**config.mk**
```make
export PLATFORM = sky130hd
export DESIGN_NAME = gpio_cfg_sequencer
export DESIGN_NICKNAME = d
export VERILOG_FILES = /design/src/rtl/gpio_cfg_pkg.sv /design/src/rtl/gpio_cfg_tick.sv /design/src/rtl/gpio_cfg_sequencer.sv
export SDC_FILE = /design/constraint.sdc
export NUM_CORES = 1
export LEC_CHECK = 0
export CAP_MARGIN = 25
export CORE_MARGIN = 2
export CORE_UTILIZATION = 50
export DETAILED_ROUTE_END_ITERATION = 6
export PLACE_DENSITY = 0.75
export SETUP_SLACK_MARGIN = 0.05
export SYNTH_ARGS = -nofsm -noshare
export SYNTH_HDL_FRONTEND = slang
export SYNTH_SLANG_ARGS = --single-unit
```
**constraint.sdc**
```tcl
create_clock -name clock -period 2.2 [get_ports clock]
set_clock_uncertainty 0.05 [all_clocks]
set_input_delay 0.44 -clock clock [delete_from_list [all_inputs] [get_ports clock]]
set_output_delay 0.44 -clock clock [all_outputs]
set_load 0.005 [all_outputs]
```
**src/rtl/gpio_cfg_pkg.sv**
```systemverilog
// Shared types and constants for the GPIO pad-chain configuration sequencer.
// Default pad-mode words are the housekeeping reset values for each pad.
package gpio_cfg_pkg;

   localparam int GPIO_CFG_BITS = 13;

   typedef enum logic [2:0] {
      ST_IDLE,
      ST_FETCH,
      ST_SHIFT_LO,
      ST_SHIFT_HI,
      ST_LOAD,
      ST_DONE
   } gpio_cfg_state_t;

   localparam logic [GPIO_CFG_BITS-1:0] GPIO_MODE_MGMT_STD_INPUT_NOPULL = 13'h0403;
   localparam logic [GPIO_CFG_BITS-1:0] GPIO_MODE_MGMT_STD_OUTPUT       = 13'h1809;
   localparam logic [GPIO_CFG_BITS-1:0] GPIO_MODE_USER_STD_INPUT_NOPULL = 13'h0402;
   localparam logic [GPIO_CFG_BITS-1:0] GPIO_MODE_USER_STD_OUTPUT       = 13'h1808;

endpackage

```
**src/rtl/gpio_cfg_tick.sv**
```systemverilog
// Half-period strobe: tick pulses every CLK_DIV cycles; clear restarts the count
// so the first phase after clear is a full CLK_DIV cycles long.
module gpio_cfg_tick #(
   parameter int CLK_DIV = 1
) (
   input  logic clock,
   input  logic reset,
   input  logic clear,
   output logic tick
);

   localparam int CW = $clog2(2*CLK_DIV+1);

   logic [CW-1:0] cnt_q, cnt_d;

   assign tick = (cnt_q == CW'(CLK_DIV-1));

   always_comb begin
      cnt_d = cnt_q + 1'b1;
      if (clear || tick) begin
         cnt_d = '0;
      end
   end

   always_ff @(posedge clock) begin
      if (reset) begin
         cnt_q <= '0;
      end else begin
         cnt_q <= cnt_d;
      end
   end

endmodule

```
**src/rtl/gpio_cfg_sequencer.sv**
```systemverilog
// Shifts per-pad config words MSB-first into the mprj_io chain, pad NUM_IO-1 first,
// then pulses serial_load once; every output is a flop loaded from next-state decode.
module gpio_cfg_sequencer
   import gpio_cfg_pkg::*;
#(
   parameter int NUM_IO   = 38,
   parameter int CFG_BITS = GPIO_CFG_BITS,
   parameter int CLK_DIV  = 1
) (
   input  logic                      clock,
   input  logic                      reset,
   input  logic                      start,
   output logic [$clog2(NUM_IO)-1:0] cfg_addr,
   input  logic [CFG_BITS-1:0]       cfg_rdata,
   output logic                      serial_clock,
   output logic                      serial_data,
   output logic                      serial_load,
   output logic                      busy,
   output logic                      done
);

   localparam int AW = $clog2(NUM_IO);
   localparam int BW = (CFG_BITS > 1) ? $clog2(CFG_BITS) : 1;

   gpio_cfg_state_t     state_q, state_d;
   logic [CFG_BITS-1:0] shift_q, shift_d;
   logic [BW-1:0]       bit_cnt_q, bit_cnt_d;
   logic [AW-1:0]       pad_idx_q, pad_idx_d;
   logic                load_half_q, load_half_d;

   logic [AW-1:0]       addr_q, addr_d;
   logic                sclk_q, sclk_d;
   logic                sdata_q, sdata_d;
   logic                load_q, load_d;
   logic                busy_q, busy_d;
   logic                done_q, done_d;

   logic                tick;
   logic                tick_clear;

   gpio_cfg_tick #(
      .CLK_DIV (CLK_DIV)
   ) u_tick (
      .clock (clock),
      .reset (reset),
      .clear (tick_clear),
      .tick  (tick)
   );

   always_comb begin
      state_d     = state_q;
      shift_d     = shift_q;
      bit_cnt_d   = bit_cnt_q;
      pad_idx_d   = pad_idx_q;
      load_half_d = load_half_q;
      tick_clear  = 1'b0;

      unique case (state_q)
         ST_IDLE: begin
            tick_clear = 1'b1;
            if (start) begin
               pad_idx_d = AW'(NUM_IO-1);
               state_d   = ST_FETCH;
            end
         end
         ST_FETCH: begin
            tick_clear = 1'b1;
            shift_d    = cfg_rdata;
            bit_cnt_d  = BW'(CFG_BITS-1);
            state_d    = ST_SHIFT_LO;
         end
         ST_SHIFT_LO: begin
            if (tick) begin
               state_d = ST_SHIFT_HI;
            end
         end
         ST_SHIFT_HI: begin
            if (tick) begin
               shift_d   = shift_q << 1;
               bit_cnt_d = bit_cnt_q - 1'b1;
               if (bit_cnt_q != '0) begin
                  state_d = ST_SHIFT_LO;
               end else if (pad_idx_q != '0) begin
                  pad_idx_d = pad_idx_q - 1'b1;
                  state_d   = ST_FETCH;
               end else begin
                  load_half_d = 1'b0;
                  state_d     = ST_LOAD;
               end
            end
         end
         ST_LOAD: begin
            // Two tick periods: load is held as long as one full serial-clock period.
            if (tick) begin
               load_half_d = ~load_half_q;
               if (load_half_q) begin
                  state_d = ST_DONE;
               end
            end
         end
         ST_DONE: begin
            tick_clear = 1'b1;
            state_d    = ST_IDLE;
         end
         default: begin
            state_d = ST_IDLE;
         end
      endcase

      busy_d  = (state_d == ST_FETCH) || (state_d == ST_SHIFT_LO) ||
                (state_d == ST_SHIFT_HI) || (state_d == ST_LOAD);
      done_d  = (state_d == ST_DONE);
      sclk_d  = (state_d == ST_SHIFT_HI);
      load_d  = (state_d == ST_LOAD);
      sdata_d = ((state_d == ST_SHIFT_LO) || (state_d == ST_SHIFT_HI)) && shift_d[CFG_BITS-1];
      addr_d  = (state_d == ST_FETCH) ? pad_idx_d : '0;
   end

   always_ff @(posedge clock) begin
      if (reset) begin
         state_q     <= ST_IDLE;
         shift_q     <= '0;
         bit_cnt_q   <= '0;
         pad_idx_q   <= '0;
         load_half_q <= 1'b0;
         addr_q      <= '0;
         sclk_q      <= 1'b0;
         sdata_q     <= 1'b0;
         load_q      <= 1'b0;
         busy_q      <= 1'b0;
         done_q      <= 1'b0;
      end else begin
         state_q     <= state_d;
         shift_q     <= shift_d;
         bit_cnt_q   <= bit_cnt_d;
         pad_idx_q   <= pad_idx_d;
         load_half_q <= load_half_d;
         addr_q      <= addr_d;
         sclk_q      <= sclk_d;
         sdata_q     <= sdata_d;
         load_q      <= load_d;
         busy_q      <= busy_d;
         done_q      <= done_d;
      end
   end

   assign cfg_addr     = addr_q;
   assign serial_clock = sclk_q;
   assign serial_data  = sdata_q;
   assign serial_load  = load_q;
   assign busy         = busy_q;
   assign done         = done_q;

endmodule

```
After elaboration in Yosys (flattened, before gate mapping)
Index checks and enable logic that the tools add are counted.
- register bits: 40
- input bits: 16
- output and inout port bits: 11
- logic and storage cells: 72
- add/subtract/negate cells: 3
- eq/ne operators: 14
- mux-type cells: 23
- bitwise operators: 2
- reduce and logical (&&, ||, !) cells: 17
- operators by type and width (operator ; count):
    one-hot mux 13 bit (2 select lines) ; 1
    2-to-1 mux 6 bit ; 4
    2-to-1 mux 3 bit ; 7
    one-hot mux 3 bit (5 select lines) ; 1
    2-to-1 mux 13 bit ; 1
    equality test 3 x 2 -> 1 bit, second input constant ; 4
    equality test 3 bit, second input constant ; 4
    one-hot mux 6 bit (2 select lines) ; 1
    one-hot mux 4 bit (2 select lines) ; 1
    equality test 3 x 1 -> 1 bit, second input constant ; 2
    nonzero test 6 bit ; 1
    subtractor 6 x 1 -> 6 bit, second input constant ; 1
    logical OR 1 bit ; 5
    2-to-1 mux 1 bit ; 5
    AND reduction 5 bit ; 1
    2-to-1 mux 4 bit ; 1
    inequality test 2 x 1 -> 1 bit, second input constant ; 2
    inequality test 2 bit, second input constant ; 2
    nonzero test 2 bit ; 2
    nonzero test 4 bit ; 1
    OR reduction 2 bit ; 2
    subtractor 4 x 1 -> 4 bit, second input constant ; 1
    zero test 3 bit ; 1
    OR reduction 3 bit ; 1
    6 further kinds ; 7

Depth between registers and ports, before layout
Gate-level depths: netlist of the first run.
- depth after elaboration: 9
- mapped depth: 8
- depth with buffers taken out: 7

Cells and area by module
From an unflattened synthesis of the first run, not the netlist that was laid out.
- cell total of the unflattened synthesis: 198
- area, all modules: 1726.7 µm²
- by module, submodules not included (module ; instances ; cells each ; area each (µm²)):
    gpio_cfg_sequencer ; 1 ; 191 ; 1639.1
    gpio_cfg_tick ; 1 ; 7 ; 87.6

Worst setup path after synthesis of the first run
No wires, ideal clock.
- path kind: flip-flop to flip-flop
- start: reg bit_cnt_q[0]
- end: reg addr_q[4] (netlist: cfg_addr[4])
- data arrival time: 1.735 ns
- required time: 2.076 ns
- slack: 0.341 ns
- cell stages (with the launch flop): 8
- cells stage by stage: dfxtp_1 > inv_1 > ha_1 > or3b_4 > nor3_2 > a211oi_2 > or3_4 > a31oi_1
- word-level cells in the longest chain between the ends: 7
- elaborated cells between the ends (all ways): 10
- classes of those cells: eq/ne: 1; mux: 6; bitwise: 1; reduce/logical: 2
- RTL lines (item ; line ; text):
    start: declaration ; gpio_cfg_sequencer.sv:27 ; logic [BW-1:0] bit_cnt_q, bit_cnt_d;
    start signal: assignment ; gpio_cfg_sequencer.sv:135 ; bit_cnt_q <= bit_cnt_d;
    nonzero test 4 bit (*) ; gpio_cfg_sequencer.sv:81 ; if (bit_cnt_q != '0) begin
    2-to-1 mux 3 bit ; gpio_cfg_sequencer.sv:81 ;
    2-to-1 mux 3 bit ; gpio_cfg_sequencer.sv:78 ; if (tick) begin
    one-hot mux 3 bit (5 select lines) ; gpio_cfg_sequencer.sv:58 ; unique case (state_q)
    equality test 3 x 1 -> 1 bit ; gpio_cfg_sequencer.sv:116 ; addr_d = (state_d == ST_FETCH) ? pad_idx_d : '0;
    inverter 1 bit (no source line) ; - ;
    OR reduction 2 bit (no source line) ; - ;
    end signal: assignment ; gpio_cfg_sequencer.sv:138 ; addr_q <= addr_d;
    end: declaration ; gpio_cfg_sequencer.sv:31 ; logic [AW-1:0] addr_q, addr_d;
Mark *: on every way between the ends. The rest lies on a longest branch, timed or not.
A chain may end at the register's enable or synchronous reset.

Final worst setup path of the first run
- start: reg pad_idx_q[0]
- end: reg busy_q (netlist: busy)
- word-level cells in the longest chain between the ends: 9
- elaborated cells between the ends (all ways): 12
- classes of those cells: eq/ne: 4; mux: 4; reduce/logical: 4
- RTL lines (item ; line ; text):
    start: declaration ; gpio_cfg_sequencer.sv:28 ; logic [AW-1:0] pad_idx_q, pad_idx_d;
    start signal: assignment ; gpio_cfg_sequencer.sv:136 ; pad_idx_q <= pad_idx_d;
    nonzero test 6 bit (*) ; gpio_cfg_sequencer.sv:83 ; end else if (pad_idx_q != '0) begin
    2-to-1 mux 3 bit (*) ; gpio_cfg_sequencer.sv:83 ;
    2-to-1 mux 3 bit (*) ; gpio_cfg_sequencer.sv:81 ;
    2-to-1 mux 3 bit (*) ; gpio_cfg_sequencer.sv:78 ;
    one-hot mux 3 bit (5 select lines) (*) ; gpio_cfg_sequencer.sv:58 ;
    equality test 3 x 1 -> 1 bit or equality test 3 x 2 -> 1 bit (tied branches) ; gpio_cfg_sequencer.sv:110 ; busy_d = (state_d == ST_FETCH) || (state_d == ST_SHIFT_LO) ||
    logical OR 1 bit (2 in a row) ; gpio_cfg_sequencer.sv:110 ;
    logical OR 1 bit (*) ; gpio_cfg_sequencer.sv:111 ; (state_d == ST_SHIFT_HI) || (state_d == ST_LOAD);
    end signal: assignment ; gpio_cfg_sequencer.sv:142 ; busy_q <= busy_d;
    end: declaration ; gpio_cfg_sequencer.sv:35 ; logic busy_q, busy_d;
Marked as above.

==> flow_metrics.py, run 1 <==
metrics = {
    "cells_and_area": {
        "final_cells": 272,
        "final_cell_area_mm2": 0.002153,
        "area_delta_synth_final_pct": 21.88,
        "diodes": 0,
        "num-nets-final": 245,
        "post-route-util_pct": 64.03,
        "drive_gt1_share_pct": 14.16,
        "fillCellCount": 312,
    },
    "pwr": {
        "vdd_drop_max_uv": 379.2,
        "fin_total_pwr_uw": 1780,
        "power.density_mw_per_mm2": 826.8,
        "leakage_uw": 0.0008051,
    },
    "placed_design": {
        "dp.cells": 264,
        "globalplace.congestion": 0.9708,
        "dp_hpwl_um": 2623,
        "dpl-instance-area_mm2": 0.002087,
        "io_buffers": 26,
    },
    "synth": {
        "synth.top_cells.by_count": "dfxtp_1, nor2_1, a222oi_1, nand2_1, nor3_1",
        "syn-instance-count": 195,
        "synth_area_mm2": 0.001767,
        "async_reset_ff_share_pct": 0,
        "ys_types": 48,
        "syn_avg_cell_area_um2": 9.060,
        "synth_seq_area_share_pct": 45.33,
        "yosysTopAreaCell": "dfxtp_1",
        "synth_area_leaders": "dfxtp_1, nor2_1, a222oi_1",
        "synth_most_common_cell": "dfxtp_1",
        "yosys_warnings": 0,
        "ys_ff_latch": 40,
        "synth.net_count": 215,
        "ys.flop_type": "dfxtp_1",
        "synth_edf_count": 0,
        "netlist.area_leader.share_pct": 45.33,
    },
    "global_route": {
        "grt_pass1_wl_um": 6210,
        "first_global_vias": 1443,
        "grt_max_degree": 24,
        "grt_usage_pct": 19.59,
        "grt_antenna_before_repair": 0,
        "grt-ovfl-total": 0,
    },
    "critical_path": {
        "r2r_setup_slack_ps": 190,
        "critPathLaunchType": "register",
        "worst-setup-path-type": "register to register",
        "r2r-start": "pad_idx_q[0]$_SDFF_PP0_",
        "cp_max_fo": 7,
        "cp_slowest_stage_delay_ps": 360,
        "arrival_ps": 2210,
        "r2r_cells": 8,
        "worstReg2RegEnd": "busy$_SDFF_PP0_",
        "critPathCaptureType": "register",
        "crit_chain": "inv_1, ha_1, and2b_2, nand2_1, a211oi_2, buf_4, a211oi_1, or2_2",
        "slowest_stage": "a211oi_2",
        "worst_ep_required_time_ps": 2400,
    },
    "routing": {
        "routed_wl_um": 3655,
        "drt_iter0_markers": 137,
        "routedWlPerCell_um": 13.44,
        "vias": 1573,
        "first_pass_iters": 6,
        "routed_via_density": 5.783,
        "drcViolationCount": 0,
        "ant_nets": 0,
    },
    "die": {
        "io_pins": 27,
        "chipHeight_um": 63.44,
        "initial_utilization_pct": 52.53,
        "fp.dieArea_mm2": 0.004025,
        "coreArea_mm2": 0.003363,
        "fp-row-count": 21,
        "die_width_um": 63.44,
    },
    "sta": {
        "slew_headroom_pct": 56.22,
        "slew_viol_final": 0,
        "max_slew.worst_pin.slew_ps": 654.3,
        "min_period_over_period_pct": 91.44,
        "hold_viol_final": 0,
        "rsz0062_at_grt": "false",
        "setup_violations": 0,
        "max_freq_ghz": 0.4971,
        "fin_crit_ps": 2012,
    },
    "cts": {
        "cts_root_buf": "clkbuf_4",
        "cts_tree": "yes",
        "insertion_delay_ps": 350,
        "cts.sinks": 40,
        "cts_max_path_buffers": 2,
        "h-tree-depth": 2,
        "numCtsBuffers": 5,
        "postCtsSetupRepairBufs": 0,
        "clk_pin_slew_worst_paths_ps": 110,
    },
    "run_status": {
        "status": "complete, no violations",
    },
    "hold_path": {
        "hp-start": "u_tick.cnt_q[0]$_SDFF_PP0_",
        "hold_path.class": "register to register",
        "hold_end": "u_tick.cnt_q[0]$_SDFF_PP0_",
        "hold_depth": 1,
    },
    "flow_run": {
        "max-cap-violations": 0,
    },
}
sequential cells by signal, indices dropped and copies added (netlist names), 2 cells and up:
name	count
bit_cnt_q	4
cfg_addr	6
u_tick.cnt_q	2
pad_idx_q	6
state_q	3
shift_q	13
stage by stage:
step	worst slack, ps	setup TNS [ps]	hold slack (ps)
after floorplan	340.9	0	342.5
after global placement	33.27	0	349.4
after detailed placement	-45.54	-60.69	363.5
after CTS	177.2	0	378.8
after global routing	60.30	0	402.2
final	188.4	0	372.5
worst max path at each step:
stage / from / depth (start not counted) / to
2_1_floorplan: bit_cnt_q[0]$_SDFFE_PP0P_ / 7 / cfg_addr[4]$_SDFF_PP0_
3_3_place_gp: start / 6 / cfg_addr[4]$_SDFF_PP0_
3_5_place_dp: start / 6 / cfg_addr[2]$_SDFF_PP0_
4_1_cts: bit_cnt_q[0]$_SDFFE_PP0P_ / 7 / cfg_addr[2]$_SDFF_PP0_
5_1_grt: pad_idx_q[0]$_SDFF_PP0_ / 8 / busy$_SDFF_PP0_
6_report: pad_idx_q[0]$_SDFF_PP0_ / 8 / busy$_SDFF_PP0_
worst max-delay path: cells and delay by family (launching register included):
kind	cells	cell delay (ps)
AND/OR/NAND/NOR	3	630
AO/OA/AOI/OAI	2	420
flip-flops	1	350
buffers and inverters	2	290
adder cells (fa/ha/maj)	1	180
cell usage in the layout, fill, tap and decap left out, types with 3 or more instances in the layout:
cell             Yosys  final
ha_1                 4      3
clkbuf_4             0      5
a211oi_1             3      3
or2b_2               3      3
clkdlybuf4s50_1      0     26
nor3_2               2      3
nor2_1              30     30
nand3_1              3      3
a31oi_1              4      4
a222oi_1            11     11
o21ai_0              3      3
dfxtp_1             40     40
a21oi_1              7      7
inv_1                9      9
nand2_1             11     11
nor2b_1              4      4
buf_4                0      9
nor3_1              10      9
nand4_1              3      3
final cells by class:
cell class,instances,area (um^2),area share [%]
clock buffer,8,58.81,2.731
inverter,9,33.78,1.569
multi-input combinational,134,874.6,40.62
sequential,40,800.8,37.19
tap,46,57.56,2.673
timing repair buffer,35,327.8,15.22
layer usage:
layer	part of all wire (%)	track usage, %	vias to the layer above
li1	-	-	765
met2	49	31.84	66
met3	6.2	6.071	11
met5	0	0	-
met4	2.4	9.783	0
met1	42	23.28	731
power breakdown:
part	internal [uW]	total, uW	switching (uW)
logic	271	541	270
registers	802	865	62.3
clock network	158	375	217
total	1230	1780	549
timing repair:
action	in CTS	in global routing
gates resized for setup	0	2
setup endpoints to repair	0	1
hold buffers	0	0
cell families (layout without fill, tap and decap cells):
| kind of cell | Yosys count | after routing | share of synthesized area (%) |
|---|---|---|---|
| and+or+nand+nor | 86 | 86 | 26.42 |
| buffers and inverters | 21 | 52 | 5.595 |
| muxes | 2 | 2 | 1.133 |
| adders and majority gates | 4 | 4 | 2.833 |
| AOI/OAI and AO/OA | 40 | 40 | 17.71 |
| DFF | 40 | 40 | 45.33 |
| xor gates and xnor gates | 2 | 2 | 0.9917 |
Note: power is estimated with default switching activity, not from simulation.
==> inputs of run 2 (changes only) <==
--- a/config.mk
+++ b/config.mk
@@ -7,9 +7,9 @@
 export LEC_CHECK = 0
 export CAP_MARGIN = 25
 export CORE_MARGIN = 2
-export CORE_UTILIZATION = 50
+export CORE_UTILIZATION = 45
 export DETAILED_ROUTE_END_ITERATION = 6
-export PLACE_DENSITY = 0.75
+export PLACE_DENSITY = 0.68
 export SETUP_SLACK_MARGIN = 0.05
 export SYNTH_ARGS = -nofsm -noshare
 export SYNTH_HDL_FRONTEND = slang
==> constraint.sdc (replaced) <==
create_clock -name clock -period 2.2 [get_ports clock]
set_clock_uncertainty 0.05 [all_clocks]
set_input_delay 0.44 -clock clock [delete_from_list [all_inputs] [get_ports clock]]
set_output_delay 0.44 -clock clock [all_outputs]
set_load 0.05 [all_outputs]
==> run 2 against run 1 <==
Effect of this change:
- first-iteration DRC count decreased by 22%
- worst setup slack improved by 2.2 ps
- worst hold slack improved by 14 ps
- clock power increased by 18%
- clock-buffer cell count decreased by 2
- critical endpoint is now cfg_addr[4]$_SDFF_PP0_
- wire length increased by 7.2%
- register-to-register slack about the same
- final cell count increased by 1.5%
- sequential share of layout area decreased by 0.95 points
- non-clock buffer count increased by 3
- total power increased by 9.2%
- largest cell class unchanged
==> flow_metrics.py, run 2 (synthesized netlist as in run 1, its figures left out) <==
metrics = {
    "run_status": {
        "status": "complete, no violations",
    },
    "cts": {
        "cts.sinks": 40,
        "clk_pin_slew_worst_paths_ps": 70,
        "h-tree-depth": 2,
        "cts_root_buf": "clkbuf_8",
        "postCtsSetupRepairBufs": 0,
        "insertion_delay_ps": 290,
        "cts_tree": "yes",
        "numCtsBuffers": 5,
        "cts_max_path_buffers": 2,
    },
    "pwr": {
        "clkPwrFrac_pct": 22.8,
        "pwr-share-seq_pct": 44.5,
        "switching_power_uw": 636.2,
        "swShare_pct": 32.73,
        "leakage_uw": 0.0008325,
        "p_int_uw": 1308,
        "vdd_drop_max_uv": 459.3,
        "power.density_mw_per_mm2": 879.7,
        "combPwrFrac_pct": 32.7,
    },
    "critical_path": {
        "slowest_stage": "or3b_4",
        "r2r_cells": 7,
        "cp_max_fo": 4,
        "arrival_ps": 2180,
        "worst_ep_required_time_ps": 2370,
        "cp_slowest_stage_delay_ps": 420,
        "worst-setup-path-type": "register to register",
        "critPathLaunchType": "register",
        "crit_chain": "inv_1, ha_1, or3b_4, nor3_2, a211oi_2, or3_4, a31oi_1",
        "critPathCaptureType": "register",
    },
    "sta": {
        "max_slew.worst_pin.slew_ps": 494.8,
        "fin_crit_ps": 2009,
        "setup_violations": 0,
        "slew_viol_final": 0,
        "holdWs_ps": 387.0,
        "hold_viol_final": 0,
        "tns_ps": 0,
        "min_period_over_period_pct": 91.34,
        "max_freq_ghz": 0.4977,
        "rsz0062_at_grt": "false",
        "slew_headroom_pct": 66.60,
    },
    "placed_design": {
        "dp_hpwl_um": 2895,
        "dp.cells": 269,
        "io_buffers": 26,
        "dpl-instance-area_mm2": 0.002125,
        "globalplace.congestion": 0.9491,
    },
    "cells_and_area": {
        "final_cells": 276,
        "num-nets-final": 248,
        "drive_gt1_share_pct": 15.35,
        "layout_common_cells": "dfxtp_1, nor2_1, clkdlybuf4s50_1",
        "final_common_cell": "dfxtp_1",
        "area_delta_synth_final_pct": 25.07,
        "fillCellCount": 351,
        "post-route-util_pct": 59.46,
        "diodes": 0,
        "multiInputGateArea_um2": 874.6,
        "final_cell_area_mm2": 0.002210,
        "largest_register_ffs": 13,
        "largest_register": "shift_q",
        "ff_latch_area_um2": 800.8,
    },
    "flow_run": {
        "max-cap-violations": 0,
    },
    "die": {
        "chipHeight_um": 66.66,
        "fp.dieArea_mm2": 0.004443,
        "io_pins": 27,
        "fp-row-count": 22,
        "initial_utilization_pct": 47.54,
        "coreArea_mm2": 0.003716,
        "die_width_um": 66.66,
    },
    "global_route": {
        "grt_pass1_wl_um": 6727,
        "grt_antenna_before_repair": 0,
        "first_global_vias": 1460,
        "grt-ovfl-total": 0,
        "grt_max_degree": 25,
        "grt_usage_pct": 19.80,
    },
    "hold_path": {
        "hold_depth": 1,
        "hold_path.class": "register to register",
    },
    "routing": {
        "drcViolationCount": 0,
        "ant_nets": 0,
        "routed_via_density": 5.565,
        "routed_wl_um": 3917,
        "vias": 1536,
        "drt_iter0_markers": 107,
        "routedWlPerCell_um": 14.19,
        "first_pass_iters": 5,
    },
}
[run 2: cell types whose count changed in the layout (fill, tap and decap cells not counted)]
cell,previous run,this run
buf_12,0,1
clkinv_2,0,1
clkbuf_8,1,5
clkbuf_4,5,0
buf_4,9,11
clkbuf_1,2,1
[run 2: power groups by stage]
stage	combinational (uW)	clock, uW	sequential, uW
final	635	443	865
after global routing	698	489	876
after CTS	634	459	865
after detailed placement	632	0	881
after global placement	616	0	878
after floorplan	380	0	920
[run 2: worst paths after layout]
check | start | to | slack [ps]
worst max-delay path | bit_cnt_q[0]$_SDFFE_PP0P_ | cfg_addr[4]$_SDFF_PP0_ | 190
worst min-delay path | u_tick.cnt_q[0]$_SDFF_PP0_ | u_tick.cnt_q[0]$_SDFF_PP0_ | 390
worst max register to register | bit_cnt_q[0]$_SDFFE_PP0P_ | cfg_addr[4]$_SDFF_PP0_ | 190
worst min register to register | u_tick.cnt_q[0]$_SDFF_PP0_ | u_tick.cnt_q[0]$_SDFF_PP0_ | 390
[run 2: stage by stage]
step,power [uW],setup slack (ps)
global route,2063,103.8
detailed placement,1513,-47.24
floorplan,1300,340.9
CTS,1959,156.7
global placement,1494,37.59
finish,1944,190.6
[run 2: what timing repair did]
item,in CTS,in global routing
gates resized for setup,0,2
hold buffers,0,0
setup endpoints to repair,0,1
[run 2: routing by layer]
metal | track usage (%) | wire length, um | vias to the layer above
met4 | 6.122 | 63 | 0
met1 | 24.16 | 1691 | 724
met3 | 4.730 | 188 | 8
li1 | - | - | 768
met2 | 34.25 | 1975 | 36
met5 | 0 | 0 | -
[run 2: layout make-up]
type / instances / share of cell area, %
clock buffer: 6 / 3.284
clock inverter: 1 / 0.2265
inverter: 9 / 1.529
multi-input combinational: 134 / 39.58
sequential: 40 / 36.24
tap: 48 / 2.718
timing repair buffer: 38 / 16.42
[run 2: critical path, delay by kind of cell, from the launching register on]
kind	cells	cell delay, ps
fa+ha+maj	1	170
flops	1	340
simple gates	3	1050
buf+inv	1	60
compound gates	2	270
==> inputs of run 3 (changes only) <==
--- a/config.mk
+++ b/config.mk
@@ -9,6 +9,7 @@
 export CORE_MARGIN = 2
 export CORE_UTILIZATION = 45
 export DETAILED_ROUTE_END_ITERATION = 6
+export GPL_TIMING_DRIVEN = 0
 export PLACE_DENSITY = 0.68
 export SETUP_SLACK_MARGIN = 0.05
 export SYNTH_ARGS = -nofsm -noshare
==> run 3 against run 2 <==
Effect of this change:
- clock-buffer cell count increased by 1
- core utilization down 0.13 points
- critical path depth shrank 1
- critical endpoint unchanged
- final cell count rose by 0.36%
- combinational power decreased by 3.1%
- total power rose by 1.7%
- wire length decreased by 0.61%
- sequential power decreased by 1%
==> flow_metrics.py, run 3 (synthesized netlist as in run 1, its figures left out) <==
metrics = {
    "cells_and_area": {
        "fillCellCount": 345,
        "diodes": 0,
        "layout_common_cells": "dfxtp_1, nor2_1, clkdlybuf4s50_1, nand2_1, a222oi_1",
        "post-route-util_pct": 59.33,
        "ff_latch_area_um2": 800.8,
        "multiInputGateArea_um2": 889.6,
        "num-nets-final": 248,
        "final_cell_area_mm2": 0.002205,
        "final_common_cell": "dfxtp_1",
        "area_delta_synth_final_pct": 24.79,
        "drive_gt1_share_pct": 13.10,
        "largest_register_ffs": 13,
        "largest_register": "shift_q",
    },
    "routing": {
        "routed_wl_um": 3893,
        "routed_via_density": 5.556,
        "routedWlPerCell_um": 14.05,
        "drcViolationCount": 0,
        "ant_nets": 0,
        "drt_iter0_markers": 175,
        "first_pass_iters": 4,
        "vias": 1539,
    },
    "sta": {
        "hold_viol_final": 0,
        "tns_ps": 0,
        "slew_headroom_pct": 63.06,
        "min_period_over_period_pct": 95.44,
        "slew_viol_final": 0,
        "max_slew.worst_pin.slew_ps": 549.9,
        "max_freq_ghz": 0.4763,
        "fin_crit_ps": 2100,
        "rsz0062_at_grt": "true",
        "setup_violations": 0,
    },
    "placed_design": {
        "globalplace.congestion": 0.9120,
        "dpl-instance-area_mm2": 0.002087,
        "io_buffers": 26,
        "dp_hpwl_um": 2801,
    },
    "critical_path": {
        "crit_chain": "clkdlybuf4s50_1, or2b_2, a21boi_0, a211oi_4, or3_4, a31oi_1",
        "slowest_stage": "clkdlybuf4s50_1",
        "worstSetupStartpoint": "start",
        "worst-setup-path-type": "primary input to register",
        "cp_slowest_stage_delay_ps": 470,
        "critPathLaunchType": "primary input",
        "crit_buf_inv": 1,
        "critPathCaptureType": "register",
        "r2r-start": "bit_cnt_q[0]$_SDFFE_PP0P_",
        "cp_max_fo": 7,
        "arrival_ps": 2270,
        "worst_ep_required_time_ps": 2370,
        "cpLargestDelayFamily": "simple AND/OR/NAND/NOR gates",
    },
    "cts": {
        "cts_root_buf": "clkbuf_8",
        "cts_max_path_buffers": 2,
        "numCtsBuffers": 5,
        "postCtsSetupRepairBufs": 0,
        "cts_tree": "yes",
        "clk_pin_slew_worst_paths_ps": 80,
        "insertion_delay_ps": 290,
        "holdBufCountCts": 0,
        "cts.sinks": 40,
        "h-tree-depth": 2,
    },
    "pwr": {
        "switching_power_uw": 658.8,
        "power.density_mw_per_mm2": 896.5,
        "clkPwrFrac_pct": 25.6,
        "swShare_pct": 33.33,
        "combPwrFrac_pct": 31.1,
        "pwr-share-seq_pct": 43.2,
        "leakage_uw": 0.0008122,
        "p_int_uw": 1318,
        "vdd_drop_max_uv": 490.8,
    },
    "global_route": {
        "grt-ovfl-total": 0,
        "grt_usage_pct": 19.69,
        "first_global_vias": 1487,
        "grt_pass1_wl_um": 6665,
        "grt_antenna_before_repair": 0,
        "grt_max_degree": 13,
    },
    "hold_path": {
        "hp-start": "u_tick.cnt_q[0]$_SDFF_PP0_",
        "hold_path.class": "register to register",
    },
    "flow_run": {
        "max-cap-violations": 0,
    },
    "run_status": {
        "status": "complete, no violations",
    },
    "die": {
        "initial_utilization_pct": 47.54,
        "fp.dieArea_mm2": 0.004443,
        "chipHeight_um": 66.66,
        "io_pins": 27,
        "die_width_um": 66.66,
        "fp-row-count": 22,
        "coreArea_mm2": 0.003716,
    },
}
## run 3: changes by cell type in the layout (fill, tap and decap cells not counted), moves of 2 or more
cell	delta
buf_2	+2
buf_4	-11
clkbuf_1	+7
clkbuf_8	+2
## run 3: per-layer routing
| layer | GRT usage, % | vias to the layer above | share of wire, % |
|---|---|---|---|
| met5 | 0 | - | 0 |
| met4 | 8.418 | 0 | 1.7 |
| met3 | 4.223 | 10 | 4.4 |
| met2 | 32.63 | 32 | 46 |
| met1 | 24.56 | 729 | 48 |
| li1 | - | 768 | - |
## run 3: layout make-up
type,instances,area share [%]
Multi-Input combinational cell,134,40.35
Sequential cell,40,36.32
Timing Repair Buffer,26,11.80
Clock buffer,7,3.916
Buffer,12,3.008
Tap cell,48,2.724
Inverter,9,1.532
Clock inverter,1,0.3405
## run 3: worst paths after layout
kind | cells after the start | endpoint | slack, ps
worst max register to register | 7 | cfg_addr[4]$_SDFF_PP0_ | 120
worst max-delay path | 6 | cfg_addr[4]$_SDFF_PP0_ | 100
worst min register to register | 1 | u_tick.cnt_q[0]$_SDFF_PP0_ | 360
worst min-delay path | 1 | u_tick.cnt_q[0]$_SDFF_PP0_ | 360
## run 3: per-stage QoR
stage	instances	hold slack, ps	power [uW]	setup slack, ps
after floorplan	195	342.5	1300	340.9
after global placement	269	349.8	1452	-46.78
after detailed placement	269	356.6	1460	-142.4
after CTS	277	367.6	1964	60.16
after global routing	277	401.1	2083	11.07
final	277	364.3	1977	100.3
## run 3: power groups by stage
stage	clock, uW	combinational (uW)	sequential (uW)
CTS	510	600	854
finish	507	615	855
global placement	0	585	867
global route	543	676	864
detailed placement	0	592	868
floorplan	0	380	920
## run 3: timing repair
action	in CTS	in global routing
pin swaps	0	1
endpoints found under the setup margin	6	6
resized for setup	1	5
